### config.mk
export PLATFORM = sky130hd
export DESIGN_NAME = alu_sliced
export DESIGN_NICKNAME = d
export VERILOG_FILES = /design/src/rtl/alu_sliced.sv
export SDC_FILE = /design/constraint.sdc
export NUM_CORES = 1
export LEC_CHECK = 0
export CORE_ASPECT_RATIO = 0.5
export CORE_MARGIN = 4
export CORE_UTILIZATION = 53
export DETAILED_ROUTE_END_ITERATION = 8
export PLACE_DENSITY = 0.87
export SYNTH_ARGS = -nofsm -noshare
export SYNTH_HDL_FRONTEND = slang
export SYNTH_SLANG_ARGS = --single-unit
### constraint.sdc
create_clock -name clk -period 4.81 [get_ports clk]
set_input_delay 0.962 -clock clk [delete_from_list [all_inputs] [get_ports clk]]
set_output_delay 0.962 -clock clk [all_outputs]
set_load 0.05 [all_outputs]
### src/rtl/alu_sliced.sv
// alu_sliced: multi-cycle ALU that evaluates a WIDTH-bit add/sub/logic op SLICE bits per cycle.
// Latency: out_valid rises NSLICE cycles after the accept edge; one operation in flight at a time.
// Backpressure: result and flags hold in DONE until out_ready; in_ready is high only when IDLE.
//
// Ports:
//   clk, reset_n            clock and synchronous active-low reset
//   in_valid / in_ready     request handshake; a, b, control sampled on accept only
//   out_valid / out_ready   result handshake; result and flags stable while out_valid
//   result, negative, zero, overflow, carry_out   operation result and status flags
//
// control: 000 B, 010 A+B, 011 A-B, 100 A&B, 101 A|B, 110 A^B, 001/111 zero.

module alu_sliced #(
    parameter int WIDTH = 64,
    parameter int SLICE = 16
) (
    input  logic             clk,
    input  logic             reset_n,
    input  logic             in_valid,
    output logic             in_ready,
    input  logic [WIDTH-1:0] a,
    input  logic [WIDTH-1:0] b,
    input  logic [2:0]       control,
    output logic             out_valid,
    input  logic             out_ready,
    output logic [WIDTH-1:0] result,
    output logic             negative,
    output logic             zero,
    output logic             overflow,
    output logic             carry_out
);

    localparam int NSLICE = WIDTH / SLICE;
    localparam int IDXW   = (NSLICE > 1) ? $clog2(NSLICE) : 1;
    localparam logic [IDXW-1:0]  LAST_IDX = IDXW'(NSLICE - 1);
    localparam logic [WIDTH-1:0] SMASK    = WIDTH'({SLICE{1'b1}});

    typedef enum logic [1:0] {
        IDLE = 2'd0,
        BUSY = 2'd1,
        DONE = 2'd2
    } state_t;

    state_t state, state_nxt;

    logic [IDXW-1:0]  idx;
    logic [WIDTH-1:0] a_r, b_r;
    logic [2:0]       ctrl_r;
    logic             carry_r;

    logic [31:0]      base;
    logic [SLICE-1:0] a_s, b_s, bop, slice_res;
    logic [SLICE:0]   sum;
    logic             cin, is_arith, is_last, msb_cin;
    logic [WIDTH-1:0] res_nxt;

    assign in_ready  = (state == IDLE);
    assign out_valid = (state == DONE);

    // Slice datapath: the only combinational carry chain is SLICE bits long.
    always_comb begin
        base      = 32'(idx) * 32'(SLICE);
        a_s       = SLICE'(a_r >> base);
        b_s       = SLICE'(b_r >> base);
        is_arith  = (ctrl_r == 3'b010) || (ctrl_r == 3'b011);
        is_last   = (idx == LAST_IDX);
        // Subtract is A + ~B + 1: control[0] both selects the inversion and
        // supplies the +1 as the carry-in of slice 0.
        bop       = ctrl_r[0] ? ~b_s : b_s;
        cin       = (idx == '0) ? ctrl_r[0] : carry_r;
        sum       = {1'b0, a_s} + {1'b0, bop} + {{SLICE{1'b0}}, cin};
        // Carry into the top bit of the slice, recovered from the sum bit.
        msb_cin   = a_s[SLICE-1] ^ bop[SLICE-1] ^ sum[SLICE-1];
        slice_res = '0;
        case (ctrl_r)
            3'b000:         slice_res = b_s;
            3'b010, 3'b011: slice_res = sum[SLICE-1:0];
            3'b100:         slice_res = a_s & b_s;
            3'b101:         slice_res = a_s | b_s;
            3'b110:         slice_res = a_s ^ b_s;
            default:        slice_res = '0;
        endcase
        res_nxt = (result & ~(SMASK << base)) | (WIDTH'(slice_res) << base);
    end

    always_comb begin
        state_nxt = state;
        case (state)
            IDLE:    if (in_valid)  state_nxt = BUSY;
            BUSY:    if (is_last)   state_nxt = DONE;
            DONE:    if (out_ready) state_nxt = IDLE;
            default:                state_nxt = IDLE;
        endcase
    end

    always_ff @(posedge clk) begin
        if (!reset_n) begin
            state     <= IDLE;
            idx       <= '0;
            a_r       <= '0;
            b_r       <= '0;
            ctrl_r    <= '0;
            carry_r   <= 1'b0;
            result    <= '0;
            negative  <= 1'b0;
            zero      <= 1'b0;
            overflow  <= 1'b0;
            carry_out <= 1'b0;
        end else begin
            state <= state_nxt;
            case (state)
                IDLE: begin
                    if (in_valid) begin
                        a_r    <= a;
                        b_r    <= b;
                        ctrl_r <= control;
                        idx    <= '0;
                    end
                end
                BUSY: begin
                    result  <= res_nxt;
                    carry_r <= sum[SLICE];
                    if (is_last) begin
                        idx       <= '0;
                        negative  <= slice_res[SLICE-1];
                        zero      <= (res_nxt == '0);
                        carry_out <= is_arith & sum[SLICE];
                        overflow  <= is_arith & (msb_cin ^ sum[SLICE]);
                    end else begin
                        idx <= idx + 1'b1;
                    end
                end
                default: ;
            endcase
        end
    end

endmodule
# Yosys cells after proc, flatten, opt, wreduce, memory -nomap -nowiden
# Index checks and enable logic that the tools add are counted.
[word_totals]
register_bits = 204
latch_bits = 0
ramBits = 0
mem_bits_ro = 0
in_bits = 135
output_inout_bits = 70
memories = 0
[op_classes]
n_addsub = 3
mul = 0
div_mod_pow = 0
order_cmp = 0
eq_ne = 11
shift = 4
n_mux = 10
n_bitwise = 12
reduce_logical = 11
[op_table]
columns = ["cell", "count"]
rows = [
  ["64-bit by 6-bit right shift with 16-bit output", 2],
  ["16-bit case mux with 5 select lines", 1],
  ["64-bit bitwise AND", 1],
  ["64-bit zero test", 1],
  ["64-bit NOT", 1],
  ["64-bit bitwise OR", 1],
  ["16-bit by 6-bit left shift with 64-bit output", 1],
  ["16-bit by 6-bit left shift with 64-bit output, first input constant", 1],
  ["16-bit by 16-bit adder with 17-bit output", 1],
  ["17-bit by 1-bit adder with 17-bit output", 1],
  ["16-bit bitwise AND", 1],
  ["16-bit 2-to-1 mux", 1],
  ["16-bit NOT", 1],
  ["16-bit bitwise OR", 1],
  ["16-bit bitwise XOR", 1],
  ["2-bit 2-to-1 mux", 5],
  ["3-bit equality test, second input constant", 3],
  ["3-bit by 2-bit equality test with 1-bit output, second input constant", 2],
  ["2-bit case mux with 3 select lines", 1],
  ["2-bit AND reduction", 3],
  ["2-bit equality test, second input constant", 2],
  ["2-bit zero test", 2],
  ["2-bit != test, second input constant", 2],
  ["2-bit case mux with 2 select lines", 1],
  ["other kinds (11)", 14],
]

# Depth between registers and ports, before layout
[depth]
word_depth = 9
mapped_depth = 18
ltp_nobuf = 16

# Least setup slack after synthesis
# Ideal clock, no wire load.
[synth_path]
path_kind = "reg-to-reg"
startpoint = "register idx[1]"
endpoint = "register zero"
t_arrival_ns = 4.248
path_slack_ns = 0.501
path_stages_with_launch = 18
cell_sequence = "dfxtp_1 -> buf_2 -> buf_6 -> clkbuf_1 -> buf_1 -> mux4_2 -> fa_1 -> inv_1 -> fa_1 -> nand2b_1 -> a211oi_2 -> o21a_2 -> o31ai_2 -> or4_1 -> a21oi_1 -> nand4_1 -> nor4b_2 -> a32o_1"
[synth_between]
elab_chain_cells = 9
word_cells_on_any_way = 20
classes_between = "add/sub: 2; eq/ne: 1; shift: 4; mux: 3; bitwise: 7; reduce/logical: 3"
[synth_rtl]
columns = ["item", "line_no", "text"]
rows = [
  ["from (decl)", "46", "logic [IDXW-1:0] idx;"],
  ["from (signal assigned)", "130", "idx <= idx + 1'b1;"],
  ["64-bit by 6-bit right shift with 16-bit output", "64", "b_s = SLICE'(b_r >> base);"],
  ["16-bit NOT", "69", "bop = ctrl_r[0] ? ~b_s : b_s;"],
  ["16-bit 2-to-1 mux", "69", ""],
  ["16-bit by 16-bit adder with 17-bit output", "71", "sum = {1'b0, a_s} + {1'b0, bop} + {{SLICE{1'b0}}, cin};"],
  ["17-bit by 1-bit adder with 17-bit output", "71", ""],
  ["16-bit case mux with 5 select lines", "75", "case (ctrl_r)"],
  ["16-bit by 6-bit left shift with 64-bit output", "83", "res_nxt = (result & ~(SMASK << base)) | (WIDTH'(slice_res) << base);"],
  ["64-bit bitwise OR", "83", ""],
  ["64-bit zero test", "126", "zero <= (res_nxt == '0);"],
  ["to (signal assigned)", "126", ""],
  ["to (decl)", "28", "output logic zero,"],
]
# Parallel ways exist; a longest one is shown, timed or not.
# A chain may end at the register's enable or synchronous reset.

# Worst setup path in the final report
[layout_path]
startpoint = "register idx[0]"
endpoint = "register zero"
# Same word-level chain as after synthesis.

==> results <==
- The critical path data arrival time is 4.99 ns.
- The sequential cell area fraction in the yosys report is 37.1%.
- The critical path contains buffers and inverters numbering 2 combined.
- Setup total negative slack on the finished layout was measured at 0 ns.
- The internal portion of total power is 0.00308 W.
- The total I/O pin count is between 200 and 250.
- The layout-stage area growth over the synthesis result is 25.5%.
- The starting utilization of the core area is 55.3%.
- The final worst-path setup slack is 0.256 ns.
- The vertical die dimension is 110 um.
- The min-delay analysis places its worst path in the category reg2reg.
- The number of register bits inferred by synthesis is 204.
- The relative slew slack is 14.6%.
- The library cells used most frequently in the layout, excluding fill and tap cells, are 317 x nand2_1, 203 x clkdlybuf4s50_1, 202 x dfxtp_1.
- The startpoint class of the critical path is a flop.
- The final net count is about 1600.
- The post-CTS setup buffer count is 0.
- Setup violations remaining at the end of the flow were counted as 0.
- The root buffer cell chosen for the clock tree is clkbuf_16.
- The count of synthesis-stage warnings from yosys is 0.
- The critical path goes through buf_4 -> mux4_2 -> xor2_1 -> inv_1 -> fa_1 -> nand2b_1 -> a211oi_2 -> o21a_2 -> o31ai_2 -> or4_1 -> a21oi_1 -> nand4_1 -> nor4b_2 -> a32o_1.
- The share of synthesized registers carrying an async set or reset is 0%.
- The worst-margin pin slew is 1.27 ns.
- The sequential share of power is 42.3%.
- The repair_antennas step left the layout with diodes totalling 0.
- The family with the most delay on the worst path is simple AND/OR/NAND/NOR gates.
- The commonest non-fill, non-tap cell in the layout is nand2_1.
- At the worst endpoint, the required time is 5.24 ns.
- Dividing total power by cell area gives a power density of 313 nW/um2.
- TritonCTS built the clock tree.
- The worst path needs between 4 and 5 ns of the cycle, external delays included.
- Across the run, the number of max-cap violations was 0.
- The number of clock buffers added by TritonCTS is 19.
- Counting distinct cell types in the post-synthesis netlist gives 80.
- For this design the static power due to leakage is 5.18 nW.
- The largest net degree at the start of global routing is 133.
- After detailed routing, the total wire length is 34100 um.
- The die width is 212 um.
- The final non-filler cell area is 13800 um2.
- In this run the mean area of a mapped cell was 8.55 um2.
- The HPWL after detailed placement is around 25000 um.
- The number of inserted filler cells in the final layout is 1503.
- The first TritonRoute pass finished after 5 iterations.
- Dividing the final minimum period by the clock period gives 94.7%.
- The routed layout has between 10000 and 15000 vias.
- The number of buffers inserted by port buffering is 204.
- The post-place instance area is between 10000 and 15000 um2.
- Counting flops with a built-in enable in the synthesized netlist gives 0.
- The starting DRC count in detailed routing is 927.
- The placeable core region is 19900 um2.
- Power comes to 0.00432 W.
- The net switching power is ~0.0012 W.
- Counting every sink on the clock net gives 204.
- At the end of routability-driven placement, the weighted congestion stood at between 0.9 and 1.
- The flip-flop cell with the highest count after synthesis is dfxtp_1.
- The post-synthesis cell count is 1287.
- In this run, post-CTS hold repair placed 0 buffers.
- The worst setup path is captured at a flop.
- The floorplan has 36 rows.
- The total DRC errors in the routed layout is 0.
- Timing would allow up to 0.220 GHz.
- Per report_power, the combinational group accounts for about a fifth of the total.
- The post-placement worst setup slack is about 0.33 ns.
- Setup repair after global routing left no endpoint under its margin.
- The final max-slew violation count is 0.
- Once the clock tree was built, the resizer swapped 0 gates to a different size.
- The count of endpoints failing hold in the final timing report is 0.
- Along the worst path, the maximum fanout reaches 11.
- Clock-pin slew was measured on the worst setup and hold paths at 0.07 ns.
- Dividing the detail-routed wire length by the instance count gives 19.8 um.
- The portion of total power attributed to the clock network is 36.7%.
- The die covers 23300 um2.
- The final global-route overflow total is 0.
- The via count of the first global-routing pass is 9602.
- The clock passes through at most 3 buffers.
- Summing every instance area after synthesis gives roughly 11000 um2.
- The H-tree level count is 1.
- The number of antenna violations at the first check in global routing is 0.
- The setup clock skew after layout is about 0.013 ns.
- The flow ran to the end, and the final reports show no timing, DRC or antenna violations.
- The worst supply voltage drop on vdd is 0.170 mV.
- The overall fraction of global-route tracks in use is 28.2%.
- The synthesized net count is between 1000 and 1500.
- The clock latency reported for the late side of the worst-skew pair is 0.50 ns.
- The delay of the slowest cell on the worst path is around 0.58 ns.
- The critical path in this run is classified as reg2reg.
- In this run switching power makes up 28.8% of total power.
- The critical path's slowest cell is mux4_2.
- Once detail routing completed, the nets flagged for antenna violations numbered 0.
- The first global-routing pass estimated 52400 um of wire.
- Dividing the detail-routed via count by the number of cells gives 5.84.
- The layout cell share with drive strength beyond 1 is 7.35%.
-- power groups by stage --
| stage | Clock, W | Sequential [W] | Combinational [W] |
|---|---|---|---|
| floorplan | 0 | 0.00187 | 0.000551 |
| global placement | 0 | 0.00186 | 0.000872 |
| detailed placement | 0 | 0.00186 | 0.000890 |
| CTS | 0.00159 | 0.00183 | 0.000896 |
| global route | 0.00166 | 0.00184 | 0.000986 |
| finish | 0.00159 | 0.00183 | 0.000908 |
-- area by class of cell --
| cell class | instances | area [um2] | share of cell area (%) |
|---|---|---|---|
| Clock buffer | 25 | 518 | 3.75 |
| Clock inverter | 8 | 126 | 0.915 |
| Inverter | 45 | 169 | 1.22 |
| Multi-Input combinational cell | 948 | 6350 | 46.0 |
| Sequential cell | 204 | 4090 | 29.6 |
| Tap cell | 266 | 333 | 2.41 |
| Timing Repair Buffer | 226 | 2230 | 16.1 |
-- cell usage after synthesis (all sizes together), types with 20 or more instances --
cell type  number  area share (%)
nand2         318              11
dfxtp         204              37
a21boi        133             9.1
clkbuf         62             2.1
nor2b          52             3.0
ha             51             5.8
a22oi          45             3.1
inv            44             1.5
nor2           37             1.3
o21ai          37             1.7
buf            27             1.6
mux4           27             5.5
a21oi          26             1.2
and2           24             1.4
mux2i          20             1.8
-- cells by family after synthesis --
kind of cell | count (synthesis) | synth area share, %
AND/OR/NAND/NOR | 502 | 20.5
AO/OA/AOI/OAI | 316 | 21.0
flip-flops | 204 | 37.1
buffers and inverters | 135 | 5.29
multiplexers | 57 | 8.37
adder cells (fa/ha/maj) | 53 | 6.16
XOR/XNOR | 20 | 1.59
-- worst min-delay path: stages (launching register included) --
cell,delay (ns)
dfxtp_1,0.31
nand2_1,0.05
a21boi_0,0.06
-- routing by layer --
metal	up-vias	routed length (um)	global-route usage, %
li1	4765	-	-
met1	4843	15700	40.7
met5	-	0	0
met3	53	2410	4.22
met4	0	737	6.48
met2	399	15300	45.2
-- metrics by stage --
step                utilization [%]  instances  hold slack, ns
floorplan                         -       1287           0.439
global placement               66.1       1689           0.451
detailed placement             66.1       1689           0.459
CTS                            69.4       1722           0.469
global route                   69.4       1722           0.494
finish                         69.4       1722           0.467
-- sequential cells by signal (all words and copies together), names as in the netlist --
signal	cells
overflow	1
state	2
result	64
negative	1
carry_out	1
a_r	64
ctrl_r	3
zero	1
carry_r	1
b_r	64
idx	2
-- final timing paths --
| path | start | to | slack [ns] | cells after the start |
|---|---|---|---|---|
| max | idx[0] | zero | 0.26 | 14 |
| min | a_r[53] | a_r[53] | 0.47 | 2 |
| max reg2reg | idx[0] | zero | 0.26 | 14 |
| min reg2reg | a_r[53] | a_r[53] | 0.47 | 2 |
Note: power is estimated with default switching activity, not from simulation.
